File: src/rtl/conv_sweep_pkg.sv
// Shared types and defaults for the converter sweep sequencer.
package conv_sweep_pkg;

  // Default code width: the converter has four inputs (a..d) and four outputs (e..h).
  localparam int CONV_W = 4;

  // Sweep sequencer states.
  typedef enum logic [1:0] {
    S_IDLE,
    S_SETTLE,
    S_EMIT,
    S_DONE
  } state_e;

endpackage

File: src/rtl/conv_sweep_ctrl_timer.sv
// Settle down-counter for the sweep sequencer.
// A load presets the count to SETTLE-1, dec counts down and stops at zero,
// and zero tells the sequencer that the converter output may be sampled.
module sweep_settle_timer #(
  parameter int SETTLE = 2
) (
  input  logic clk,
  input  logic rst,
  input  logic load,
  input  logic dec,
  output logic zero
);

  localparam int CW = (SETTLE > 1) ? $clog2(SETTLE) : 1;

  logic [CW-1:0] cnt_q;
  logic [CW-1:0] cnt_d;

  // Next count: load takes priority, otherwise count down and hold at zero.
  always_comb begin
    cnt_d = cnt_q;
    if (load) begin
      cnt_d = CW'(SETTLE - 1);
    end else if (dec && (cnt_q != '0)) begin
      cnt_d = cnt_q - CW'(1);
    end
  end

  // Count register, cleared by synchronous reset.
  always_ff @(posedge clk) begin
    if (rst) begin
      cnt_q <= '0;
    end else begin
      cnt_q <= cnt_d;
    end
  end

  assign zero = (cnt_q == '0);

endmodule

File: src/rtl/conv_sweep_ctrl.sv
// Deterministic sweep sequencer for the 4-bit code converter.
// Walks CODE_LO..CODE_HI, holds each code for SETTLE cycles, captures the
// converter result and offers {code, result} on a valid/ready handshake.
// Optional result checker: define CONV_SWEEP_CHECK_EN to add exp_val,
// res_err and a saturating err_cnt.
module conv_sweep_ctrl
  import conv_sweep_pkg::*;
#(
  parameter int W       = CONV_W,
  parameter int SETTLE  = 2,
  parameter int CODE_LO = 0,
  parameter int CODE_HI = 15
) (
  input  logic         clk,
  input  logic         rst,
  input  logic         start,
  input  logic         abort,
  output logic [W-1:0] conv_in,
  input  logic [W-1:0] conv_out,
  output logic [W-1:0] res_code,
  output logic [W-1:0] res_val,
  output logic         res_valid,
  input  logic         res_ready,
  output logic         busy,
  output logic         done
`ifdef CONV_SWEEP_CHECK_EN
  ,
  input  logic [W-1:0] exp_val,
  output logic [W:0]   err_cnt,
  output logic         res_err
`endif
);

  if (SETTLE < 1) begin : g_bad_settle
    $error("conv_sweep_ctrl: SETTLE must be at least 1");
  end
  if ((CODE_LO < 0) || (CODE_LO > CODE_HI) || (CODE_HI > (2 ** W) - 1)) begin : g_bad_range
    $error("conv_sweep_ctrl: need 0 <= CODE_LO <= CODE_HI <= 2**W-1");
  end

  localparam logic [W-1:0] LO_CODE = W'(CODE_LO);
  localparam logic [W-1:0] HI_CODE = W'(CODE_HI);

  state_e       state_q, state_d;
  logic [W-1:0] conv_in_q, conv_in_d;
  logic [W-1:0] res_code_q, res_code_d;
  logic [W-1:0] res_val_q, res_val_d;
  logic         res_valid_q, res_valid_d;
  logic         busy_q, busy_d;
  logic         done_q, done_d;
  logic         tmr_load;
  logic         tmr_dec;
  logic         tmr_zero;

`ifdef CONV_SWEEP_CHECK_EN
  logic [W:0]   err_cnt_q, err_cnt_d;
  logic         res_err_q, res_err_d;
`else
  // Checker disabled: no comparison state exists in this build.
`endif

  sweep_settle_timer #(
    .SETTLE(SETTLE)
  ) u_timer (
    .clk (clk),
    .rst (rst),
    .load(tmr_load),
    .dec (tmr_dec),
    .zero(tmr_zero)
  );

  // Next-state and next-output logic; abort overrides everything at the end.
  always_comb begin
    state_d     = state_q;
    conv_in_d   = conv_in_q;
    res_code_d  = res_code_q;
    res_val_d   = res_val_q;
    res_valid_d = res_valid_q;
    busy_d      = busy_q;
    done_d      = 1'b0;
    tmr_load    = 1'b0;
    tmr_dec     = 1'b0;
`ifdef CONV_SWEEP_CHECK_EN
    err_cnt_d   = err_cnt_q;
    res_err_d   = res_err_q;
`endif

    case (state_q)
      S_IDLE: begin
        if (start) begin
          conv_in_d = LO_CODE;
          tmr_load  = 1'b1;
          busy_d    = 1'b1;
          state_d   = S_SETTLE;
`ifdef CONV_SWEEP_CHECK_EN
          err_cnt_d = '0;
`endif
        end
      end

      S_SETTLE: begin
        if (tmr_zero) begin
          res_code_d  = conv_in_q;
          res_val_d   = conv_out;
          res_valid_d = 1'b1;
          state_d     = S_EMIT;
`ifdef CONV_SWEEP_CHECK_EN
          res_err_d   = (conv_out != exp_val);
`endif
        end else begin
          tmr_dec = 1'b1;
        end
      end

      S_EMIT: begin
        if (res_valid_q && res_ready) begin
          res_valid_d = 1'b0;
`ifdef CONV_SWEEP_CHECK_EN
          if (res_err_q && (err_cnt_q != '1)) begin
            err_cnt_d = err_cnt_q + (W + 1)'(1);
          end
`endif
          if (conv_in_q == HI_CODE) begin
            busy_d  = 1'b0;
            done_d  = 1'b1;
            state_d = S_DONE;
          end else begin
            conv_in_d = conv_in_q + W'(1);
            tmr_load  = 1'b1;
            state_d   = S_SETTLE;
          end
        end
      end

      S_DONE: begin
        state_d = S_IDLE;
      end

      default: begin
        state_d = S_IDLE;
      end
    endcase

    if (abort) begin
      state_d     = S_IDLE;
      conv_in_d   = conv_in_q;
      res_code_d  = res_code_q;
      res_val_d   = res_val_q;
      res_valid_d = 1'b0;
      busy_d      = 1'b0;
      done_d      = 1'b0;
      tmr_load    = 1'b0;
      tmr_dec     = 1'b0;
`ifdef CONV_SWEEP_CHECK_EN
      err_cnt_d   = err_cnt_q;
      res_err_d   = res_err_q;
`endif
    end
  end

  // State and output registers with synchronous reset.
  always_ff @(posedge clk) begin
    if (rst) begin
      state_q     <= S_IDLE;
      conv_in_q   <= '0;
      res_code_q  <= '0;
      res_val_q   <= '0;
      res_valid_q <= 1'b0;
      busy_q      <= 1'b0;
      done_q      <= 1'b0;
`ifdef CONV_SWEEP_CHECK_EN
      err_cnt_q   <= '0;
      res_err_q   <= 1'b0;
`endif
    end else begin
      state_q     <= state_d;
      conv_in_q   <= conv_in_d;
      res_code_q  <= res_code_d;
      res_val_q   <= res_val_d;
      res_valid_q <= res_valid_d;
      busy_q      <= busy_d;
      done_q      <= done_d;
`ifdef CONV_SWEEP_CHECK_EN
      err_cnt_q   <= err_cnt_d;
      res_err_q   <= res_err_d;
`endif
    end
  end

  assign conv_in   = conv_in_q;
  assign res_code  = res_code_q;
  assign res_val   = res_val_q;
  assign res_valid = res_valid_q;
  assign busy      = busy_q;
  assign done      = done_q;
`ifdef CONV_SWEEP_CHECK_EN
  assign err_cnt   = err_cnt_q;
  assign res_err   = res_err_q;
`endif

endmodule

File: config.mk
export PLATFORM = sky130hd
export DESIGN_NAME = conv_sweep_ctrl
export DESIGN_NICKNAME = d
export VERILOG_FILES = /design/src/rtl/conv_sweep_pkg.sv /design/src/rtl/conv_sweep_ctrl_timer.sv /design/src/rtl/conv_sweep_ctrl.sv
export SDC_FILE = /design/constraint.sdc
export NUM_CORES = 1
export LEC_CHECK = 0
export CAP_MARGIN = 20
export CORE_ASPECT_RATIO = 0.9
export CORE_MARGIN = 4
export CORE_UTILIZATION = 52
export CTS_BUF_LIST = sky130_fd_sc_hd__clkbuf_2
export DETAILED_ROUTE_END_ITERATION = 10
export PLACE_DENSITY = 0.95
export SETUP_SLACK_MARGIN = 0.02
export SYNTH_ARGS = -nofsm -noshare
export SYNTH_HDL_FRONTEND = slang
export SYNTH_SLANG_ARGS = --single-unit
export TNS_END_PERCENT = 10
File: constraint.sdc
create_clock -name clk -period 3.4 [get_ports clk]
set_input_delay 0.85 -clock clk [delete_from_list [all_inputs] [get_ports clk]]
set_output_delay 0.85 -clock clk [all_outputs]
set_load 0.01 [all_outputs]
# Word level (Yosys, flattened, before mapping)
# Index checks and enable logic that the tools add are counted.
[totals]
word_cells = 63
reg_bits = 18
inputBits = 9
out_inout_bits = 15
[op_classes]
bitwise = 4
reduce_logical = 13
n_addsub = 2
muxes = 27
n_eq_ne = 9
[ops]
columns = ["operator", "n"]
rows = [
  ["$mux W1", 15],
  ["$mux W4", 3],
  ["$ne A2 B2 Y1 const B", 5],
  ["$reduce_and A3 Y1", 3],
  ["$mux W2", 4],
  ["$pmux W2 S4", 1],
  ["$pmux W4 S2", 1],
  ["$pmux W1 S2", 3],
  ["$reduce_bool A2 Y1", 3],
  ["$reduce_and A5 Y1", 1],
  ["$add A4 B1 Y4 const B", 1],
  ["$eq A2 B2 Y1 const B", 2],
  ["$eq A4 B4 Y1 const B", 1],
  ["$not A1 Y1", 4],
  ["$reduce_and A4 Y1", 1],
  ["$reduce_or A4 Y1", 1],
  ["$eq A2 B1 Y1 const B", 1],
  ["$logic_and A1 B1 Y1", 2],
  ["$logic_not A2 Y1", 1],
  ["$reduce_or A2 Y1", 1],
  ["$sub A1 B1 Y1 const B", 1],
]

# Depth between registers and ports, before layout
# Gate-level depths: netlist of run 1.
[depth]
depth_word = 6
depth_mapped = 5
depth_no_buf = 4

# Cells and area by module
# A second synthesis of run 1 with hierarchy kept.
[hier_totals]
cells_unflattened = 95
area_unflattened_um2 = 874.6
[by_module_without_submodules]
columns = ["module", "n_inst", "seq_area_each_um2", "cells_per_inst", "area_per_inst_um2"]
rows = [
  ["conv_sweep_ctrl", 1, 340.3, 90, 832.0],
  ["sweep_settle_timer", 1, 20.0, 5, 42.5],
]

# Worst setup path before layout of run 1
# No wires, ideal clock.
[synth_timing]
kind = "input -> register"
start = "input abort"
end = "register res_code_q[0] (netlist: res_code[0])"
n_path_buf = 2
arrival_time_ns = 1.786
path_stages = 5
setup_ns = 0.120
path_slack_ns = 1.495
required_time_ns = 3.280
cell_sequence = "clkbuf_1 or4b_1 clkbuf_1 nand2_1 a21oi_1"
[synth_between]
elab_chain_cells = 2
[synth_lines]
columns = ["element", "line", "source"]
rows = [
  ["start, declared", "conv_sweep_ctrl.sv:17", "input logic abort,"],
  ["$not A1 Y1 (no line)", "n/a", ""],
  ["$reduce_and A3 Y1 (no line)", "n/a", ""],
  ["end signal, assigned", "conv_sweep_ctrl.sv:178", "res_code_q <= res_code_d;"],
  ["end, declared", "conv_sweep_ctrl.sv:46", "logic [W-1:0] res_code_q, res_code_d;"],
]
# No other way between the ends.
# A chain may end at the register's enable or synchronous reset.

# Worst setup path in the final report of run 1
[layout_timing]
start = "input abort"
end = "register conv_in_q[3] (netlist: conv_in[3])"
[layout_between]
elab_chain_cells = 2
[layout_lines]
columns = ["element", "line", "source"]
rows = [
  ["$not A1 Y1 (no line)", "n/a", ""],
  ["$reduce_and A5 Y1 (no line)", "n/a", ""],
  ["end signal, assigned", "conv_sweep_ctrl.sv:177", "conv_in_q <= conv_in_d;"],
  ["end, declared", "conv_sweep_ctrl.sv:45", "logic [W-1:0] conv_in_q, conv_in_d;"],
]
# No other way between the ends.

==> results of run 1 <==
## sequential cells by signal, summed over array words and instances (netlist names)
name	flops
u_timer.cnt_q	1
res_val	4
done	1
res_code	4
state_q	2
res_valid	1
conv_in	4
busy	1
## metrics by stage
step	instance area (sq um)	utilization [%]
global route	1100	73.2
CTS	1100	73.2
finish	1100	73.2
detailed placement	1080	72.0
global placement	1080	72.0
floorplan	848	-
## power by group
group	leakage, nW	switching [mW]	internal [mW]
Clock	0.0140	0.0667	0.0256
Combinational	0.195	0.0174	0.0181
Sequential	0.146	0.00478	0.215
Total	0.355	0.0889	0.258
## layout by cell type (no fill, tap or decap), drive strengths merged, types with 2 or more instances in the layout
| cell | Yosys | routed |
|---|---|---|
| clkdlybuf4s50 | 0 | 23 |
| nand3 | 5 | 5 |
| nor2 | 4 | 4 |
| or4b | 2 | 2 |
| inv | 3 | 3 |
| a211oi | 3 | 3 |
| or2 | 2 | 2 |
| o21ai | 5 | 5 |
| a31oi | 4 | 4 |
| dfxtp | 18 | 18 |
| o211ai | 2 | 2 |
| o311ai | 2 | 2 |
| nor2b | 4 | 4 |
| a21oi | 8 | 8 |
| and3 | 2 | 2 |
| nand2 | 20 | 20 |
| clkbuf | 2 | 3 |
## layer usage
layer  vias up  part of all wire (%)
li1        415                     -
met1       395                    39
met2        41                    50
met3         6                   8.4
met4         0                   2.1
met5         -                     0
## worst paths after layout
kind / depth (start not counted) / slack [ns] / end
max: 4 / 1.12 / conv_in[3]
min: 2 / 0.47 / res_val[1]
max reg2reg: 4 / 1.73 / conv_in[3]
min reg2reg: 2 / 0.47 / res_val[1]
## critical path: stages
cell and delay (ns):
clkdlybuf4s50_1 0.59, or4b_1 0.52, or4_1 0.40, a31oi_1 0.16
## cell type report
class / count / area [sq um] / area share, %
multi-input cells: 76 / 448 / 40.9
flip-flops and latches: 18 / 360 / 32.9
repair buffers: 23 / 230 / 21.0
well taps: 22 / 27.5 / 2.51
clock buffers: 3 / 15.0 / 1.37
inverters: 3 / 11.3 / 1.03
clock inverters: 1 / 3.75 / 0.342
## cell families after synthesis
kind of cell	after synthesis	synth area share [%]
adder cells (fa/ha/maj)	1	1.47
multiplexers	1	1.18
AO/OA/AOI/OAI	27	20.4
buffers and inverters	9	4.72
AND/OR/NAND/NOR	47	29.8
flip-flops	18	42.5
==> results.json, run 1 <==
{
  "ys_seq_elements": 18,
  "core_region_area_sq_um": 1500,
  "final_cells": 146,
  "fin_crit_sh_pct": 66.9,
  "synthesis.nets": 113,
  "yosys_most_used_dff": "dfxtp_1",
  "hold_buffers": 0,
  "peakVddDrop_mv": 0.198,
  "cts-root-buf": "clkbuf_2",
  "antenna_found_initial": 0,
  "critical_path_arrival_ns": 2.52,
  "fillers": 122,
  "grt_overflow": 0,
  "critPathRequiredTime_ns": 3.65,
  "synth_most_common_cell": "nand2_1",
  "setup.worst_path.start": "abort",
  "maxCapViolCount": 0,
  "track_usage_pct": 19.1,
  "clockBufferDepth": 2,
  "synth_top_area_share_pct": 42.5,
  "drc": 0,
  "grt_use_met3_pct": 5.50,
  "first_iter_violations": 28,
  "setup_viol": 0,
  "grt_max_degree": 20,
  "cp-end-kind": "register",
  "place_ws_ns": 0.802,
  "die_w_microns": 50.6,
  "netlist_instances": 103,
  "antenna_left": 0,
  "routabilityCongestion": 0.874,
  "yosysUniqueCellTypes": 33,
  "finalPower_mw": 0.347,
  "vias_per_cell": 5.87,
  "crit_fanout": 11,
  "clock-sinks": 18,
  "cts_tree": "yes",
  "hp-class": "reg -> reg",
  "powerDensity_nw_per_um2": 317,
  "setup_slack_ns": 1.12,
  "synth_top_cell_by_area": "dfxtp_1",
  "final_layout_size_suffix_gt1_share_pct": 5.65,
  "gr-usage-met2_pct": 33.9,
  "ios": 24,
  "rr_startpoint": "conv_in[0]",
  "start_util_pct": 56.7,
  "portBuffers": 23,
  "path_clk_slew_ns": 0.17,
  "nets": 135,
  "synth_area_leaders": "dfxtp_1, nand2_1, a21oi_1",
  "status": "finished, final reports clean",
  "ctsResizeCount": 0,
  "tightest_slew_ns": 0.705,
  "cts_buffers": 3,
  "p_leak_nw": 0.355,
  "syn_area_sq_um": 848,
  "hold_start": "res_val[1]",
  "ys.warnings.count": 0,
  "rsz0062_at_grt": "no",
  "synth-edff-count": 0,
  "worstSetupStartpointType": "primary input",
  "num_vias": 857,
  "hold_viol": 0,
  "antenna_cells": 0,
  "die-area_sq_um": 2340,
  "gr-usage-met1_pct": 20.9,
  "relSlewSlack_pct": 52.9,
  "grt_pass1_vias": 776,
  "synthTopCellsByCount": "nand2_1, dfxtp_1, a21oi_1",
  "dp.cells": 142,
  "synth_area_per_cell_sq_um": 8.24,
  "grt_pass1_wl_mm": 3.29,
  "whs_ns": 0.465,
  "drtPass1Iterations": 4,
  "dp_hpwl_mm": 1.56,
  "post_cts.repair.setup_buffers": 0,
  "fin_tns_setup_ns": 0,
  "grt_busiest_layer": "met2",
  "clock_skew_ns": 0.00901,
  "h-tree-depth": 1,
  "max_freq_mhz": 439,
  "drt-total-wl_mm": 2.04,
  "rows": 13,
  "clk_latency_ns": 0.31,
  "ys_async_sr_fraction_pct": 0,
  "finalMaxSlewViolations": 0,
  "wl_per_cell_microns": 14.0,
  "syn2layout_area_growth_pct": 29.2,
  "period_needed_ns": 2.28,
  "path_class": "in -> reg",
  "ys_seq_area_share_pct": 42.5,
  "die-height_microns": 46.3
}
Power figures use the tool's default switching activity.
==> run 2, diff against run 1 <==
--- a/config.mk
+++ b/config.mk
@@ -8,10 +8,10 @@
 export CAP_MARGIN = 20
 export CORE_ASPECT_RATIO = 0.9
 export CORE_MARGIN = 4
-export CORE_UTILIZATION = 52
+export CORE_UTILIZATION = 43
 export CTS_BUF_LIST = sky130_fd_sc_hd__clkbuf_2
 export DETAILED_ROUTE_END_ITERATION = 10
-export PLACE_DENSITY = 0.95
+export PLACE_DENSITY = 0.88
 export SETUP_SLACK_MARGIN = 0.02
 export SYNTH_ARGS = -nofsm -noshare
 export SYNTH_HDL_FRONTEND = slang
==> constraint.sdc (replaced) <==
create_clock -name clk -period 2 [get_ports clk]
set_input_delay 0.5 -clock clk [delete_from_list [all_inputs] [get_ports clk]]
set_output_delay 0.5 -clock clk [all_outputs]
set_load 0.01 [all_outputs]
==> run 2 against run 1 <==
  * Routed wire length shrank 3.0%
  * Largest power group unchanged
  * Sequential cell count did not move
  * Non-clock buffer count grew 4
  * Critical endpoint is now conv_in[0]
  * First-iteration DRC count fell by 36%
==> results.json, run 2 (same netlist as run 1, synthesis figures left out) <==
{
  "grt_max_degree": 15,
  "mostFrequentLayoutCell": "clkdlybuf4s50_1",
  "grt_pass1_wl_mm": 3.41,
  "path_clk_slew_ns": 0.17,
  "comb_power_share_pct": 11.0,
  "hold_viol": 0,
  "gr-usage-met2_pct": 24.0,
  "drt-total-wl_mm": 1.98,
  "setup_viol": 0,
  "dp_hpwl_mm": 1.48,
  "critPathSlowestCell": "clkdlybuf4s50_1",
  "final_cells": 152,
  "ctsResizeCount": 0,
  "clock-sinks": 18,
  "drc": 0,
  "path_class": "reg -> out",
  "die_w_microns": 54.8,
  "wl_per_cell_microns": 13.0,
  "layout_common_cells": "clkdlybuf4s50_1, nand2_1, dfxtp_1",
  "syn2layout_area_growth_pct": 33.0,
  "r2r_end": "conv_in[3]",
  "dpl_cell_area_sq_um": 1110,
  "die-height_microns": 50.1,
  "grt_overflow": 0,
  "clockPowerShare_pct": 26.2,
  "status": "finished, final reports clean",
  "tightest_slew_ns": 0.515,
  "cts_buffers": 3,
  "fin_crit_sh_pct": 93.1,
  "peakVddDrop_mv": 0.430,
  "nets": 139,
  "dp.cells": 148,
  "drtPass1Iterations": 4,
  "reg2reg_slack_ns": 0.30,
  "relSlewSlack_pct": 65.6,
  "clockBufferDepth": 2,
  "rr_startpoint": "state_q[1]",
  "gr-usage-met1_pct": 22.1,
  "grt_busiest_layer": "met2",
  "powerDensity_nw_per_um2": 527,
  "seqPwrFrac_pct": 62.9,
  "crit_fanout": 7,
  "portBuffers": 23,
  "cts-root-buf": "clkbuf_2",
  "final_area_sq_um": 1130,
  "die-area_sq_um": 2750,
  "clock_skew_ns": 0.00370,
  "clk_latency_ns": 0.30,
  "critPathRequiredTime_ns": 1.50,
  "r2r_cells": 3,
  "period_needed_ns": 1.86,
  "worstSetupStartpointType": "register",
  "vias_per_cell": 5.43,
  "crit_path_end": "conv_in[0]",
  "rows": 14,
  "cp-end-kind": "primary output",
  "hp-class": "reg -> reg",
  "fin_util_pct": 63.8,
  "grt_use_met3_pct": 5.62,
  "cell_internal_pwr_mw": 0.444,
  "hold_buffers": 0,
  "setup.worst_path.start": "conv_in[0]",
  "final_layout_size_suffix_gt1_share_pct": 8.59,
  "h-tree-depth": 1,
  "antenna_left": 0,
  "track_usage_pct": 16.7,
  "cp_num_buf_inv": 1,
  "antenna_cells": 0,
  "routabilityCongestion": 0.841,
  "p_leak_nw": 0.375,
  "path_cells": "clkdlybuf4s50_1",
  "start_util_pct": 47.9,
  "first_iter_violations": 18,
  "critical_path_arrival_ns": 1.36,
  "num_vias": 825,
  "switchingPower_mw": 0.151,
  "ios": 24,
  "post_cts.repair.setup_buffers": 0,
  "max_freq_mhz": 537,
  "cts_tree": "yes",
  "crit_cells": 1,
  "critPathMaxStageDelay_ns": 0.58,
  "cp_top_family": "buffers and inverters",
  "maxCapViolCount": 0,
  "swShare_pct": 25.3,
  "grt_pass1_vias": 780,
  "rsz0062_at_grt": "no",
  "core_region_area_sq_um": 1770,
  "fin_tns_setup_ns": 0,
  "antenna_found_initial": 0,
  "finalMaxSlewViolations": 0
}
==> run 2: how the worst min path moves through the flow <==
stage,start,end,slack (ns),depth (start not counted)
CTS,res_code[2],res_code[2],0.47,2
detailed placement,res_code[2],res_code[2],0.45,2
floorplan,res_code[0],res_code[0],0.48,2
global placement,res_val[3],res_val[3],0.45,2
finish,res_code[2],res_code[2],0.47,2
global route,res_code[2],res_code[2],0.49,2
==> run 2: cell type report <==
class / count / area, sq um
Timing Repair Buffer: 27 / 260
Tap cell: 24 / 30.0
Clock buffer: 3 / 15.0
Multi-Input combinational cell: 76 / 448
Sequential cell: 18 / 360
Fill cell: 150 / 641
Clock inverter: 1 / 3.75
Inverter: 3 / 11.3
==> run 2: worst register-to-register path: cells and delay by family, from the launching register on <==
kind	cells	cell delay (ns)
AND/OR/NAND/NOR	2	0.86
flip-flops	1	0.60
AO/OA/AOI/OAI	1	0.18
==> run 2: power groups by stage <==
stage | sequential (mW) | combinational [mW] | clock [mW]
2_1_floorplan | 0.378 | 0.0330 | 0
3_3_place_gp | 0.381 | 0.0627 | 0
3_5_place_dp | 0.381 | 0.0647 | 0
4_1_cts | 0.373 | 0.0650 | 0.160
5_1_grt | 0.375 | 0.0707 | 0.180
6_report | 0.374 | 0.0651 | 0.156
==> run 2: layer usage <==
| metal | part of all wire [%] | up-vias |
|---|---|---|
| met3 | 4.2 | 2 |
| met5 | 0 | - |
| li1 | - | 423 |
| met4 | 1.4 | 0 |
| met2 | 48 | 15 |
| met1 | 47 | 385 |
==> run 2: per-stage QoR <==
| stage | setup WS (ns) | hold slack (ns) | power [mW] |
|---|---|---|---|
| finish | 0.138 | 0.471 | 0.594 |
| CTS | 0.125 | 0.470 | 0.598 |
| detailed placement | -0.0211 | 0.449 | 0.446 |
| global route | 0.0252 | 0.495 | 0.626 |
| floorplan | 0.445 | 0.481 | 0.411 |
| global placement | -0.0103 | 0.445 | 0.443 |
==> run 3, diff against run 2 <==
--- a/config.mk
+++ b/config.mk
@@ -5,7 +5,6 @@
 export SDC_FILE = /design/constraint.sdc
 export NUM_CORES = 1
 export LEC_CHECK = 0
-export CAP_MARGIN = 20
 export CORE_ASPECT_RATIO = 0.9
 export CORE_MARGIN = 4
 export CORE_UTILIZATION = 43
@@ -16,4 +15,3 @@
 export SYNTH_ARGS = -nofsm -noshare
 export SYNTH_HDL_FRONTEND = slang
 export SYNTH_SLANG_ARGS = --single-unit
-export TNS_END_PERCENT = 10
==> results of run 3 <==
Same layout as run 2: the final DEF is identical, and so are final timing and power.
